**src/rtl/uart_pkg.sv**
```systemverilog
// Shared definitions for the UART receiver: receive FSM state encoding and
// the default bit period (100 MHz clock, 115200 baud).
package uart_pkg;

  localparam int unsigned CLK_PER_BIT_DEFAULT = 868;

  typedef enum logic [1:0] {
    StIdle,
    StStart,
    StData,
    StStop
  } rx_state_e;

endpackage

```
**src/rtl/uart_rx_fifo_if.sv**
```systemverilog
// Controller-facing signals of the UART receiver.
//   rxd       : serial line into the receiver (idle high, 8N1, LSB first)
//   rd_en     : pop request for the head byte
//   clr_err   : clears the sticky error flags
//   rxdata    : head byte (8'h00 when empty)
//   rx_valid  : FIFO non-empty
//   overrun   : sticky, a byte was dropped on a full FIFO
//   frame_err : sticky, a stop bit was sampled low
// master = controller / line driver side, slave = receiver side.
interface uart_rx_fifo_if;

  logic       rxd;
  logic       rd_en;
  logic       clr_err;
  logic [7:0] rxdata;
  logic       rx_valid;
  logic       overrun;
  logic       frame_err;

  modport master (
    output rxd, rd_en, clr_err,
    input  rxdata, rx_valid, overrun, frame_err
  );

  modport slave (
    input  rxd, rd_en, clr_err,
    output rxdata, rx_valid, overrun, frame_err
  );

endinterface

```
**src/rtl/sync_fifo.sv**
```systemverilog
// Single-clock show-ahead FIFO.
//   clk_i, rst_ni : clock, asynchronous active-low reset
//   push_i/data_i : write request and data; accepted when not full, or when
//                   full and a pop happens on the same edge
//   pop_i         : read request; ignored while empty
//   data_o        : mem[rptr] while non-empty, zero while empty
//   full_o/empty_o/count_o : occupancy status, count in 0..Depth
module sync_fifo #(
  parameter int unsigned Width = 8,
  parameter int unsigned Depth = 16
) (
  input  logic                     clk_i,
  input  logic                     rst_ni,
  input  logic                     push_i,
  input  logic [Width-1:0]         data_i,
  input  logic                     pop_i,
  output logic [Width-1:0]         data_o,
  output logic                     full_o,
  output logic                     empty_o,
  output logic [$clog2(Depth):0]   count_o
);

  localparam int unsigned PtrW = $clog2(Depth);
  localparam logic [PtrW:0] FullCnt = (PtrW + 1)'(Depth);

  logic [Width-1:0] mem_q [Depth];
  logic [PtrW-1:0]  wptr_q, wptr_d;
  logic [PtrW-1:0]  rptr_q, rptr_d;
  logic [PtrW:0]    count_q, count_d;
  logic             do_push, do_pop;

  assign empty_o = (count_q == '0);
  assign full_o  = (count_q == FullCnt);
  assign count_o = count_q;

  // A pop on the same edge frees a slot, so a push into a full FIFO still lands.
  assign do_pop  = pop_i && !empty_o;
  assign do_push = push_i && (!full_o || do_pop);

  always_comb begin
    wptr_d  = wptr_q;
    rptr_d  = rptr_q;
    count_d = count_q;
    if (do_push) wptr_d = wptr_q + PtrW'(1);
    if (do_pop)  rptr_d = rptr_q + PtrW'(1);
    case ({do_push, do_pop})
      2'b10:   count_d = count_q + (PtrW + 1)'(1);
      2'b01:   count_d = count_q - (PtrW + 1)'(1);
      default: count_d = count_q;
    endcase
  end

  always_ff @(posedge clk_i or negedge rst_ni) begin
    if (!rst_ni) begin
      wptr_q  <= '0;
      rptr_q  <= '0;
      count_q <= '0;
    end else begin
      wptr_q  <= wptr_d;
      rptr_q  <= rptr_d;
      count_q <= count_d;
    end
  end

  // Storage is not reset; pointers and count define what is valid.
  always_ff @(posedge clk_i) begin
    if (do_push) mem_q[wptr_q] <= data_i;
  end

  assign data_o = empty_o ? '0 : mem_q[rptr_q];

endmodule

```
**src/rtl/uart_rx_fifo.sv**
```systemverilog
// UART 8N1 receiver feeding a show-ahead receive FIFO.
//   clk  : single clock
//   rstn : asynchronous active-low reset
//   bus  : controller signals (see uart_rx_fifo_if)
// rxd is double-flopped; the FSM samples mid-bit using a counter that runs
// 0..CLK_PER_BIT-1. Good stop bits push the byte, bad ones set frame_err.
module uart_rx_fifo
  import uart_pkg::*;
#(
  parameter int unsigned CLK_PER_BIT = CLK_PER_BIT_DEFAULT,
  parameter int unsigned DEPTH       = 16
) (
  input logic           clk,
  input logic           rstn,
  uart_rx_fifo_if.slave bus
);

  localparam int unsigned CntW = $clog2(CLK_PER_BIT);
  localparam logic [CntW-1:0] CntLast = CntW'(CLK_PER_BIT - 1);
  localparam logic [CntW-1:0] CntHalf = CntW'(CLK_PER_BIT / 2 - 1);

  rx_state_e       state_q, state_d;
  logic [CntW-1:0] cnt_q, cnt_d;
  logic [2:0]      idx_q, idx_d;
  logic [7:0]      shift_q, shift_d;
  logic            sync1_q, sync2_q;
  logic            overrun_q, overrun_d;
  logic            frame_err_q, frame_err_d;
  logic            rxs;
  logic            push_req, frame_set, overrun_set;

  logic                   fifo_full, fifo_empty;
  logic [7:0]             fifo_data;
  logic [$clog2(DEPTH):0] fifo_count;

  assign rxs = sync2_q;

  always_comb begin
    state_d   = state_q;
    cnt_d     = cnt_q;
    idx_d     = idx_q;
    shift_d   = shift_q;
    push_req  = 1'b0;
    frame_set = 1'b0;
    case (state_q)
      StIdle: begin
        if (!rxs) begin
          state_d = StStart;
          cnt_d   = '0;
        end
      end
      StStart: begin
        // Re-check the line at mid start bit to reject short glitches.
        if (cnt_q == CntHalf) begin
          if (!rxs) begin
            state_d = StData;
            cnt_d   = '0;
            idx_d   = '0;
          end else begin
            state_d = StIdle;
          end
        end else begin
          cnt_d = cnt_q + CntW'(1);
        end
      end
      StData: begin
        if (cnt_q == CntLast) begin
          shift_d[idx_q] = rxs;
          cnt_d          = '0;
          if (idx_q == 3'd7) state_d = StStop;
          else               idx_d   = idx_q + 3'd1;
        end else begin
          cnt_d = cnt_q + CntW'(1);
        end
      end
      StStop: begin
        if (cnt_q == CntLast) begin
          state_d = StIdle;
          cnt_d   = '0;
          if (rxs) push_req  = 1'b1;
          else     frame_set = 1'b1;
        end else begin
          cnt_d = cnt_q + CntW'(1);
        end
      end
      default: state_d = StIdle;
    endcase
  end

  // Full implies non-empty, so rd_en on the same edge always frees a slot.
  assign overrun_set = push_req && fifo_full && !bus.rd_en;

  // A new error on the clearing edge wins over clr_err.
  always_comb begin
    overrun_d   = overrun_q;
    frame_err_d = frame_err_q;
    if (bus.clr_err) begin
      overrun_d   = 1'b0;
      frame_err_d = 1'b0;
    end
    if (overrun_set) overrun_d   = 1'b1;
    if (frame_set)   frame_err_d = 1'b1;
  end

  always_ff @(posedge clk or negedge rstn) begin
    if (!rstn) begin
      state_q     <= StIdle;
      cnt_q       <= '0;
      idx_q       <= '0;
      shift_q     <= '0;
      sync1_q     <= 1'b1;
      sync2_q     <= 1'b1;
      overrun_q   <= 1'b0;
      frame_err_q <= 1'b0;
    end else begin
      state_q     <= state_d;
      cnt_q       <= cnt_d;
      idx_q       <= idx_d;
      shift_q     <= shift_d;
      sync1_q     <= bus.rxd;
      sync2_q     <= sync1_q;
      overrun_q   <= overrun_d;
      frame_err_q <= frame_err_d;
    end
  end

  sync_fifo #(
    .Width (8),
    .Depth (DEPTH)
  ) u_fifo (
    .clk_i   (clk),
    .rst_ni  (rstn),
    .push_i  (push_req),
    .data_i  (shift_q),
    .pop_i   (bus.rd_en),
    .data_o  (fifo_data),
    .full_o  (fifo_full),
    .empty_o (fifo_empty),
    .count_o (fifo_count)
  );

  // Occupancy is kept on the FIFO for observability only.
  logic unused_count;
  assign unused_count = ^fifo_count;

  assign bus.rxdata    = fifo_data;
  assign bus.rx_valid  = !fifo_empty;
  assign bus.overrun   = overrun_q;
  assign bus.frame_err = frame_err_q;

endmodule

```
**src/flat_wrapper.sv**
```systemverilog
// flat-port wrapper written by rule: the top's interface ports become plain ports
module uart_rx_fifo_flat import uart_pkg::*;
#(
  parameter int unsigned CLK_PER_BIT = CLK_PER_BIT_DEFAULT,
  parameter int unsigned DEPTH       = 16
)
  (clk, rstn, bus_rxd, bus_rd_en, bus_clr_err, bus_rxdata, bus_rx_valid, bus_overrun, bus_frame_err);
  uart_rx_fifo_if bus_i ();
  input logic clk;
  input logic rstn;
  input wire logic [$bits(bus_i.rxd)-1:0] bus_rxd;
  input wire logic [$bits(bus_i.rd_en)-1:0] bus_rd_en;
  input wire logic [$bits(bus_i.clr_err)-1:0] bus_clr_err;
  output wire logic [$bits(bus_i.rxdata)-1:0] bus_rxdata;
  output wire logic [$bits(bus_i.rx_valid)-1:0] bus_rx_valid;
  output wire logic [$bits(bus_i.overrun)-1:0] bus_overrun;
  output wire logic [$bits(bus_i.frame_err)-1:0] bus_frame_err;
  assign bus_i.rxd = bus_rxd;
  assign bus_i.rd_en = bus_rd_en;
  assign bus_i.clr_err = bus_clr_err;
  assign bus_rxdata = bus_i.rxdata;
  assign bus_rx_valid = bus_i.rx_valid;
  assign bus_overrun = bus_i.overrun;
  assign bus_frame_err = bus_i.frame_err;
  uart_rx_fifo #(.CLK_PER_BIT(CLK_PER_BIT), .DEPTH(DEPTH)) u_core (.clk(clk), .rstn(rstn), .bus(bus_i));
endmodule
```
**config.mk**
```make
export PLATFORM = sky130hd
export DESIGN_NAME = uart_rx_fifo_flat
export DESIGN_NICKNAME = d
export VERILOG_FILES = /design/src/rtl/uart_pkg.sv /design/src/rtl/uart_rx_fifo_if.sv /design/src/rtl/sync_fifo.sv /design/src/rtl/uart_rx_fifo.sv /design/src/flat_wrapper.sv
export SDC_FILE = /design/constraint.sdc
export NUM_CORES = 1
export LEC_CHECK = 0
export CORE_MARGIN = 2
export CORE_UTILIZATION = 69
export CTS_BUF_LIST = sky130_fd_sc_hd__clkbuf_4 sky130_fd_sc_hd__clkbuf_8
export CTS_CLUSTER_SIZE = 40
export DETAILED_ROUTE_END_ITERATION = 8
export GPL_TIMING_DRIVEN = 0
export HOLD_SLACK_MARGIN = 0.12
export PLACE_DENSITY = 0.86
export SETUP_SLACK_MARGIN = 0.4
export SLEW_MARGIN = 20
export SYNTH_ARGS = -nofsm -noshare
export SYNTH_HDL_FRONTEND = slang
export SYNTH_SLANG_ARGS = --single-unit
```
**constraint.sdc**
```tcl
create_clock -name clk -period 8.5 [get_ports clk]
set_clock_uncertainty 0.1 [all_clocks]
set_input_delay 1.275 -clock clk [delete_from_list [all_inputs] [get_ports clk]]
set_output_delay 1.275 -clock clk [all_outputs]
set_load 0.05 [all_outputs]
```
==> results.sh, run 1 <==
export IMPL_htree_levels=4
export IMPL_syn_area_mm2=0.00722
export IMPL_gp_congestion=0.896
export IMPL_synth_fa_ha_area_share_pct=2.77
export IMPL_setup_viol=0
export IMPL_grt_overflow=0
export IMPL_area_growth_pct=10.9
export IMPL_finalCritPeriodShare_pct=58.9
export IMPL_crit_type="flip-flop to output pin"
export IMPL_fin_nets=493
export IMPL_floorplan_rows=37
export IMPL_leakage_nw=3.14
export IMPL_status="finished clean"
export IMPL_vias=4087
export IMPL_ys_seq_area_share_pct=67.1
export IMPL_drive_above_1_share_pct=22.9
export IMPL_synth_edff_count=128
export IMPL_crit_fanout=10
export IMPL_timing_hold_ws_ns=0.261
export IMPL_min_from="u_core.sync1_q$_DFF_PN1_"
export IMPL_timing_setup_tns_ns=0
export IMPL_viasPerCell=6.58
export IMPL_grt_pass1_wl_um=23300
export IMPL_slew_violations=0
export IMPL_synth_xor_area_share_pct=1.46
export IMPL_peakVddDrop_uv=115
export IMPL_synth_main_ff_cell="edfxtp_1"
export IMPL_crit_start="u_core.u_fifo.rptr_q[1]$_DFFE_PN0P_"
export IMPL_core_mm2=0.0102
export IMPL_synth_top_family_by_area="multiplexers"
export IMPL_hpwl_um=9980
export IMPL_async_flop_share_pct=23.8
export IMPL_fin_crit_ns=5.01
export IMPL_fillers=531
export IMPL_first_global_vias=4175
export IMPL_post_route_drc_count=0
export IMPL_max_slew_margin_pct=40.4
export IMPL_synth_compound_area_share_pct=4.61
export IMPL_ys_ff_latch=168
export IMPL_grt_antenna_before_repair=0
export IMPL_drt_wl_total_um=14900
export IMPL_fp_dieH_um=106
export IMPL_fmax_mhz=200
export IMPL_cpPeakStageDelay_ns=0.74
export IMPL_worstPathRequired_ns=7.12
export IMPL_dp_slack_ns=3.97
export IMPL_placedCellCount=589
export IMPL_cts_buffers_inserted=17
export IMPL_post_cts_setup_buffers=0
export IMPL_die_x_um=106
export IMPL_cts_hold_buffers=0
export IMPL_cpMaxStageDelayCell="clkdlybuf4s50_1"
export IMPL_drt_iter0_drc=500
export IMPL_cts_tree="built"
export IMPL_post_cts_resized=0
export IMPL_cts_buffer_depth=2
export IMPL_setup_ws_ns=3.49
export IMPL_cts_sinks=168
export IMPL_utilization_pct=78.3
export IMPL_grt_max_degree=34
export IMPL_endpoint_kind="output pin"
export IMPL_stdcell_count=621
export IMPL_drtAntennaViolNets=0
export IMPL_synth_simple_gate_area_share_pct=7.86
export IMPL_wire_per_inst_um=23.9
export IMPL_syn_nets=454
export IMPL_finalHoldViolations=0
export IMPL_cts_root_buffer="clkbuf_8"
export IMPL_synth_cell_types=58
export IMPL_r2r_start="u_core.cnt_q[0]$_DFF_PN0_"
export IMPL_clk_latency_ns=0.44
export IMPL_cp_start_kind="flip-flop"
export IMPL_synthesis_instances=433
export IMPL_start_util_pct=70.6
export IMPL_rsz0062_at_grt="no"
export IMPL_clk_pin_slew_ns=0.09
export IMPL_grt_usage_pct=28.9
export IMPL_pin_count=16
export IMPL_critPathArrivalTime_ns=3.63
export IMPL_yosys_area_top_type="edfxtp_1"
export IMPL_die_area_mm2=0.0113
export IMPL_p_per_area_mw_per_mm2=180
export IMPL_synth_mux_area_share_pct=13.8
export IMPL_n_antenna_cell=0
export IMPL_dr_pass1_iters=5
export IMPL_ys_warn_count=0
export IMPL_worst_pin_slew_ns=0.886
export IMPL_synth_area_leaders="edfxtp_1 (53%), dfrtp_1 (13%), mux4_2 (12%)"
export IMPL_syn_avg_cell_area_um2=16.7
export IMPL_port_buffer_count=15
export IMPL_timing_critical_path_cells="clkbuf_1, clkbuf_1, mux4_2, mux4_2, nor2b_1, clkdlybuf4s50_1"
export IMPL_hold_class="flip-flop to flip-flop"
export IMPL_maxCapViolCount=0
export IMPL_synth_top_area_share_pct=53.2
[Yosys cell counts, types with 3 or more instances]
cell / count
buf_2: 8
xnor2_1: 8
ha_1: 16
nor2_1: 10
dfrtp_1: 38
a21oi_1: 8
nand4_1: 3
xor2_1: 4
nand3b_1: 4
edfxtp_1: 128
o221ai_1: 3
mux4_2: 40
nand3_1: 10
nand2_1: 27
clkbuf_1: 10
nor3b_1: 4
and2_1: 9
nor4_1: 6
inv_1: 18
mux2_2: 7
a31oi_1: 5
nor2b_1: 9
a21o_1: 3
o21ai_0: 11
[stage by stage]
step	total power [W]	cell area (um^2)
final	0.00144	8010
after global routing	0.00148	8010
after CTS	0.00144	8010
after detailed placement	0.000900	7610
after global placement	0.000899	7540
after floorplan	0.000893	7220
[registers in the layout, indices dropped and copies added, names as in the netlist, named ones only]
| signal | flops |
|---|---|
| u_core.cnt_q | 10 |
| u_core.rxs | 1 |
| u_core.sync1_q | 1 |
| u_core.u_fifo.wptr_q | 4 |
| u_core.bus.overrun | 1 |
| u_core.bus.frame_err | 1 |
| u_core.idx_q | 3 |
| u_core.state_q | 1 |
| u_core.u_fifo.count_o | 5 |
| u_core.shift_q | 8 |
| u_core.u_fifo.rptr_q | 4 |
| u_core.u_fifo.mem_q | 128 |
[critical path, delay by kind of cell (launching register included)]
kind                   cells  cell delay (ns)
DFF                        1             0.37
and+or+nand+nor            1             0.16
muxes                      2             0.94
buffers and inverters      3             1.71
[cell type report]
type                    count  area [um^2]  area share [%]
flip-flops and latches    168         4850            60.5
clock buffers              18          248            3.09
repair buffers             20          195            2.44
inverters                  19         71.3           0.890
plain buffers              22          104            1.30
well taps                 136          170            2.12
multi-input cells         224         2230            27.8
clock inverters            14          150            1.87
[layout by cell type (no fill, tap or decap), drive strengths merged, types with 3 or more instances in the layout]
master           n
nor2            10
clkbuf          28
nor4             7
nor3b            4
clkinvlp         3
clkinv           7
dfrtp           38
mux4            40
o31ai            3
buf             18
clkdlybuf4s50   14
xnor2            8
nor2b            9
o21ai           13
nand3           10
ha              16
mux2             8
nand4            3
o221ai           3
xor2             4
and2             9
nand2           29
or3b             3
a21oi            8
a21o             3
edfxtp         128
inv             21
a31oi            5
nand3b           4
[where the power goes]
| group | switching (W) | total (W) | internal (W) |
|---|---|---|---|
| registers | 0.000000463 | 0.000874 | 0.000873 |
| clock network | 0.000290 | 0.000560 | 0.000271 |
| logic | 0.00000520 | 0.00000781 | 0.00000261 |
| total | 0.000295 | 0.00144 | 0.00115 |
[path summary, 6_finish.rpt]
path	endpoint	slack [ns]	cells after the start
worst min-delay path	u_core.rxs$_DFF_PN1_	0.26	0
worst max register to register	u_core.u_fifo.mem_q[4][6]$_DFFE_PP_	5.12	6
worst min register to register	u_core.rxs$_DFF_PN1_	0.26	0
min in group asynchronous	u_core.u_fifo.count_o[1]$_DFFE_PN0P_	0.57	1
max in group asynchronous	u_core.rxs$_DFF_PN1_	7.22	2
worst max-delay path	bus_rxdata[0]	3.49	6
[per-layer routing]
metal  routed length, um  up-vias  global-route usage (%)
li1                    -     1760                       -
met1                5690     2075                    39.9
met2                7590      222                    46.6
met3                1320       30                    6.81
met4                 257        0                    9.49
met5                   0        -                       0
[kinds of logic (layout without fill, tap and decap cells)]
group	after synthesis	in the layout
AOI/OAI and AO/OA	48	48
xor gates and xnor gates	12	12
adders and majority gates	16	16
buffers and inverters	41	93
DFF	168	168
muxes	48	48
and+or+nand+nor	100	100
Power figures use the tool's default switching activity.
==> run 2, diff against run 1 <==
--- a/config.mk
+++ b/config.mk
@@ -6,13 +6,13 @@
 export NUM_CORES = 1
 export LEC_CHECK = 0
 export CORE_MARGIN = 2
-export CORE_UTILIZATION = 69
+export CORE_UTILIZATION = 58
 export CTS_BUF_LIST = sky130_fd_sc_hd__clkbuf_4 sky130_fd_sc_hd__clkbuf_8
 export CTS_CLUSTER_SIZE = 40
 export DETAILED_ROUTE_END_ITERATION = 8
 export GPL_TIMING_DRIVEN = 0
 export HOLD_SLACK_MARGIN = 0.12
-export PLACE_DENSITY = 0.86
+export PLACE_DENSITY = 0.77
 export SETUP_SLACK_MARGIN = 0.4
 export SLEW_MARGIN = 20
 export SYNTH_ARGS = -nofsm -noshare
==> constraint.sdc (replaced) <==
create_clock -name clk -period 4.2 [get_ports clk]
set_clock_uncertainty 0.1 [all_clocks]
set_input_delay 0.63 -clock clk [delete_from_list [all_inputs] [get_ports clk]]
set_output_delay 0.63 -clock clk [all_outputs]
set_load 0.05 [all_outputs]
==> run 2 against run 1 <==
  * Wire length fell by 8.3%
  * Flip-flop and latch count is the same
  * Critical path depth did not move
  * Cell count increased by 5.2%
  * Power grew 100%
  * Count of clock-buffer cells in the layout increased by 2
==> results.sh, run 2 (synthesis gave the netlist of run 1 again) <==
export IMPL_path_buf_inv=3
export IMPL_r2r_start="u_core.cnt_q[0]$_DFF_PN0_"
export IMPL_post_route_drc_count=0
export IMPL_maxCapViolCount=0
export IMPL_htree_levels=4
export IMPL_finalCritPeriodShare_pct=87.2
export IMPL_start_util_pct=59.9
export IMPL_total_power_w=0.00292
export IMPL_p_per_area_mw_per_mm2=363
export IMPL_holdPathStages=0
export IMPL_leakage_nw=3.18
export IMPL_drive_above_1_share_pct=23.9
export IMPL_switchingPower_w=0.000551
export IMPL_fin_crit_ns=3.66
export IMPL_worst_pin_slew_ns=0.875
export IMPL_cts_root_buffer="clkbuf_8"
export IMPL_port_buffer_count=15
export IMPL_holdPathEnd="u_core.rxs$_DFF_PN1_"
export IMPL_fin_nets=494
export IMPL_hpwl_um=9200
export IMPL_endpoint_kind="output pin"
export IMPL_grt_overflow=0
export IMPL_drt_iter0_drc=372
export IMPL_crit_family="multiplexers"
export IMPL_finalHoldViolations=0
export IMPL_peakVddDrop_uv=172
export IMPL_p_clk_share_pct=38.8
export IMPL_critPathArrivalTime_ns=2.93
export IMPL_cts_buffers_inserted=17
export IMPL_gp_congestion=0.848
export IMPL_largest_register="u_core.u_fifo.mem_q"
export IMPL_fmax_mhz=273
export IMPL_combPwrFrac_pct=0.6
export IMPL_core_mm2=0.0121
export IMPL_cpPeakStageDelay_ns=0.57
export IMPL_critical_path_most_common_cell="mux4_2"
export IMPL_die_area_mm2=0.0134
export IMPL_sw_frac_of_total_pct=18.9
export IMPL_grt_pass1_wl_um=21400
export IMPL_stdcell_count=653
export IMPL_rr_endpoint="u_core.u_fifo.mem_q[12][2]$_DFFE_PP_"
export IMPL_grt_max_degree=33
export IMPL_crit_fanout=10
export IMPL_dp_slack_ns=0.411
export IMPL_cts_buffer_depth=2
export IMPL_area_growth_pct=11.3
export IMPL_grt_antenna_before_repair=0
export IMPL_n_antenna_cell=0
export IMPL_drt_wl_total_um=13600
export IMPL_rsz0062_at_grt="yes"
export IMPL_dr_pass1_iters=5
export IMPL_die_x_um=116
export IMPL_fillers=789
export IMPL_reg2reg_depth=7
export IMPL_grt_usage_pct=22.3
export IMPL_multi_input_area_mm2=0.00223
export IMPL_drtAntennaViolNets=0
export IMPL_wire_per_inst_um=20.9
export IMPL_slew_violations=0
export IMPL_pin_count=16
export IMPL_timing_critical_path_cells="buf_2, buf_6, mux4_2, mux4_2, nor2b_1, dlygate4sd2_1"
export IMPL_timing_hold_ws_ns=0.265
export IMPL_hold_class="flip-flop to flip-flop"
export IMPL_largest_register_ffs=128
export IMPL_top_regs="u_core.u_fifo.mem_q (128), u_core.cnt_q (10), u_core.shift_q (8)"
export IMPL_min_from="u_core.sync1_q$_DFF_PN1_"
export IMPL_regToRegSetupSlack_ns=1.01
export IMPL_first_global_vias=3892
export IMPL_seqCellArea_mm2=0.00485
export IMPL_cp_start_kind="flip-flop"
export IMPL_viasPerCell=6.03
export IMPL_cts_tree="built"
export IMPL_setup_viol=0
export IMPL_seqPwrFrac_pct=60.6
export IMPL_clk_pin_slew_ns=0.08
export IMPL_placedCellCount=621
export IMPL_status="finished clean"
export IMPL_worstPathRequired_ns=3.47
export IMPL_vias=3939
export IMPL_crit_type="flip-flop to output pin"
export IMPL_timing_setup_tns_ns=0
export IMPL_fp_dieH_um=116
export IMPL_layout_commonest_cell="edfxtp_1"
export IMPL_floorplan_rows=40
export IMPL_cpMaxStageDelayCell="mux4_2"
export IMPL_setup_ws_ns=0.539
export IMPL_clk_latency_ns=0.44
export IMPL_max_slew_margin_pct=41.2
export IMPL_power_internal_w=0.00237
export IMPL_mostFrequentLayoutCells="edfxtp_1 (128), mux4_2 (40), dfrtp_1 (38)"
export IMPL_cts_sinks=168
[run 2: cell count changes in the layout (fill, tap and decap cells not counted), moves of 2 or more]
| cell | previous run | this run |
|---|---|---|
| clkbuf_1 | 10 | 7 |
| clkinv_1 | 0 | 3 |
| buf_2 | 9 | 6 |
| buf_6 | 1 | 3 |
| clkinv_4 | 4 | 0 |
| clkbuf_2 | 0 | 8 |
| clkbuf_4 | 0 | 4 |
| inv_6 | 2 | 0 |
| dlygate4sd2_1 | 0 | 2 |
| clkdlybuf4s50_1 | 14 | 6 |
[run 2: metrics by stage]
stage | util (%) | area (um^2)
2_1_floorplan | - | 7220
3_3_place_gp | 62.9 | 7580
3_5_place_dp | 63.5 | 7650
4_1_cts | 66.8 | 8050
5_1_grt | 66.7 | 8040
6_report | 66.7 | 8040
[run 2: power by group through the flow]
stage	Clock, W	Combinational (W)	Sequential [W]
finish	0.00113	0.0000171	0.00177
global route	0.00121	0.0000196	0.00177
CTS	0.00115	0.0000177	0.00177
detailed placement	0	0.0000169	0.00181
global placement	0	0.0000146	0.00181
floorplan	0	0.00000169	0.00181
[run 2: final cells by class]
cell class | instances | share of cell area, %
buffer | 22 | 1.56
tap | 168 | 2.61
multi-input combinational | 224 | 27.7
inverter | 19 | 0.887
sequential | 168 | 60.3
timing repair buffer | 21 | 2.15
clock inverter | 11 | 1.63
clock buffer | 20 | 3.19
[run 2: layer usage]
layer	routed length, um	part of all wire (%)	global-route usage (%)	vias up
met5	0	0	0	-
met3	894	6.6	4.71	11
met1	5720	42	31.0	2031
met4	133	0.98	6.91	0
li1	-	-	-	1762
met2	6870	50	36.2	135
[run 2: timing repair]
item / CTS / global route
endpoints found under the setup margin: 8 / 8
hold buffers: 1 / 0
pin swaps: 0 / 0
resized for setup: 14 / 16
endpoints found under the hold margin: 8 / 0
setup buffers: 0 / 0
[run 2: how the worst max path moves through the flow]
stage                                   startpoint                                   to  slack [ns]  cells after the start
2_1_floorplan  u_core.u_fifo.rptr_q[0]$_DFFE_PN0P_                        bus_rxdata[0]        1.38                      5
3_3_place_gp             u_core.cnt_q[0]$_DFF_PN0_  u_core.u_fifo.mem_q[0][7]$_DFFE_PP_        0.31                      5
3_5_place_dp   u_core.u_fifo.rptr_q[1]$_DFFE_PN0P_                        bus_rxdata[6]        0.41                      6
4_1_cts        u_core.u_fifo.rptr_q[0]$_DFFE_PN0P_                        bus_rxdata[4]        0.44                      6
5_1_grt        u_core.u_fifo.rptr_q[0]$_DFFE_PN0P_                        bus_rxdata[1]        0.39                      6
6_report       u_core.u_fifo.rptr_q[0]$_DFFE_PN0P_                        bus_rxdata[2]        0.54                      6
[run 2: worst register-to-register path, stage by stage, from the launching register on]
cell,delay (ns)
dfrtp_1,0.43
ha_1,0.26
nand4bb_1,0.28
nor4_4,0.58
and2_1,0.20
buf_2,0.16
nand3_1,0.15
nor2_1,0.65
==> run 3, diff against run 2 <==
--- a/config.mk
+++ b/config.mk
@@ -5,7 +5,6 @@
 export SDC_FILE = /design/constraint.sdc
 export NUM_CORES = 1
 export LEC_CHECK = 0
-export CORE_MARGIN = 2
 export CORE_UTILIZATION = 58
 export CTS_BUF_LIST = sky130_fd_sc_hd__clkbuf_4 sky130_fd_sc_hd__clkbuf_8
 export CTS_CLUSTER_SIZE = 40
==> run 3 against run 2 <==
  * First-iteration DRC count up 15%
  * Global-route usage up 0.63 points
  * Via count about the same
  * Critical path type unchanged
==> results.sh, run 3 (synthesis gave the netlist of run 1 again) <==
export IMPL_status="finished clean"
export IMPL_grt_pass1_wl_um=21100
export IMPL_pin_count=16
export IMPL_hpwl_um=9240
export IMPL_drtAntennaViolNets=0
export IMPL_crit_type="flip-flop to output pin"
export IMPL_post_cts_setup_buffers=0
export IMPL_fillers=820
export IMPL_p_per_area_mw_per_mm2=385
export IMPL_start_util_pct=59.9
export IMPL_dr_pass1_iters=6
export IMPL_die_area_mm2=0.0129
export IMPL_cts_tree="built"
export IMPL_setup_viol=0
export IMPL_cts_sinks=168
export IMPL_grt_max_degree=34
export IMPL_maxCapViolCount=0
export IMPL_htree_levels=4
export IMPL_floorplan_rows=40
export IMPL_utilization_pct=67.4
export IMPL_rsz0062_at_grt="yes"
export IMPL_timing_critical_path_cells="buf_2, buf_6, mux4_2, mux4_2, nor2b_1, dlygate4sd2_1"
export IMPL_fp_dieH_um=114
export IMPL_fin_nets=494
export IMPL_largest_register="u_core.u_fifo.mem_q"
export IMPL_mostFrequentLayoutCells="edfxtp_1 (128), mux4_2 (40), dfrtp_1 (38)"
export IMPL_endpoint_kind="output pin"
export IMPL_finalCritPeriodShare_pct=87.5
export IMPL_cpPeakStageDelay_ns=0.58
export IMPL_first_global_vias=3931
export IMPL_cpMaxStageDelayCell="mux4_2"
export IMPL_fmax_mhz=272
export IMPL_vias=3936
export IMPL_gp_congestion=0.823
export IMPL_post_route_drc_count=0
export IMPL_area_growth_pct=12.6
export IMPL_critical_path_most_common_cell="mux4_2"
export IMPL_largest_register_ffs=128
export IMPL_worstPathRequired_ns=3.47
export IMPL_critPathArrivalTime_ns=2.94
export IMPL_dp_slack_ns=0.419
export IMPL_grt_overflow=0
export IMPL_clk_latency_ns=0.44
export IMPL_drt_wl_total_um=13700
export IMPL_timing_setup_tns_ns=0
export IMPL_cp_start_kind="flip-flop"
export IMPL_layout_commonest_cell="edfxtp_1"
export IMPL_cts_root_buffer="clkbuf_8"
export IMPL_peakVddDrop_uv=223
export IMPL_drt_iter0_drc=429
export IMPL_worst_pin_slew_ns=0.903
export IMPL_crit_fanout=10
export IMPL_wire_per_inst_um=20.9
export IMPL_hold_class="flip-flop to flip-flop"
export IMPL_n_antenna_cell=0
export IMPL_port_buffer_count=15
export IMPL_viasPerCell=6.02
export IMPL_fin_crit_ns=3.67
export IMPL_drive_above_1_share_pct=24.5
export IMPL_finalHoldViolations=0
export IMPL_grt_usage_pct=23.0
export IMPL_max_slew_margin_pct=39.6
export IMPL_clk_pin_slew_ns=0.08
export IMPL_cts_buffers_inserted=17
export IMPL_die_x_um=114
export IMPL_grt_antenna_before_repair=0
export IMPL_top_regs="u_core.u_fifo.mem_q (128), u_core.cnt_q (10), u_core.shift_q (8)"
export IMPL_timing_hold_ws_ns=0.257
export IMPL_slew_violations=0
export IMPL_setup_ws_ns=0.527
export IMPL_core_mm2=0.0121
export IMPL_cts_buffer_depth=2
export IMPL_leakage_nw=3.22
-- run 3: through the flow --
stage               cell area (um^2)  std cells  power [W]
detailed placement              7650        621    0.00182
global route                    8130        654    0.00322
floorplan                       7220        433    0.00181
global placement                7580        616    0.00182
CTS                             8140        654    0.00315
finish                          8130        654    0.00313
-- run 3: worst max-delay path: cells and delay by family (launching register included) --
family | cells | cell delay, ns
buffers and inverters | 3 | 0.92
DFF | 1 | 0.38
muxes | 2 | 1.05
and+or+nand+nor | 1 | 0.14
-- run 3: per-layer routing --
metal	share of wire [%]	global-route usage (%)	up-vias
li1	-	-	1758
met1	43	32.6	2014
met2	49	35.0	143
met3	5.6	4.78	21
met4	1.8	9.82	0
met5	0	0	-
-- run 3: repair_timing --
item	CTS	global route
hold buffers	1	0
gates cloned	0	0
hold endpoints to repair	7	0
pin swaps	0	0
gates resized for setup	16	14
endpoints found under the setup margin	8	8
-- run 3: power breakdown --
| group | switching [W] | internal (W) |
|---|---|---|
| logic | 0.0000106 | 0.00000587 |
| clock network | 0.000564 | 0.000778 |
| registers | 0.00000102 | 0.00177 |
| total | 0.000576 | 0.00255 |
-- run 3: worst paths after layout --
kind | startpoint | to | slack, ns | cells after the start
max | u_core.u_fifo.rptr_q[0]$_DFFE_PN0P_ | bus_rxdata[2] | 0.53 | 6
min | u_core.sync1_q$_DFF_PN1_ | u_core.rxs$_DFF_PN1_ | 0.26 | 0
max reg2reg | u_core.cnt_q[0]$_DFF_PN0_ | u_core.u_fifo.mem_q[12][4]$_DFFE_PP_ | 0.96 | 7
min reg2reg | u_core.sync1_q$_DFF_PN1_ | u_core.rxs$_DFF_PN1_ | 0.26 | 0
max in group asynchronous | rstn | u_core.sync1_q$_DFF_PN1_ | 3.02 | 3
min in group asynchronous | rstn | u_core.u_fifo.rptr_q[2]$_DFFE_PN0P_ | 0.47 | 2
-- run 3: area by class of cell --
| type | instances | area [um^2] | area share, % |
|---|---|---|---|
| multi-input combinational | 224 | 2230 | 27.4 |
| buffer | 22 | 123 | 1.51 |
| clock inverter | 13 | 224 | 2.75 |
| sequential | 168 | 4850 | 59.6 |
| clock buffer | 19 | 249 | 3.06 |
| inverter | 19 | 71.3 | 0.877 |
| tap | 168 | 210 | 2.59 |
| timing repair buffer | 21 | 179 | 2.20 |
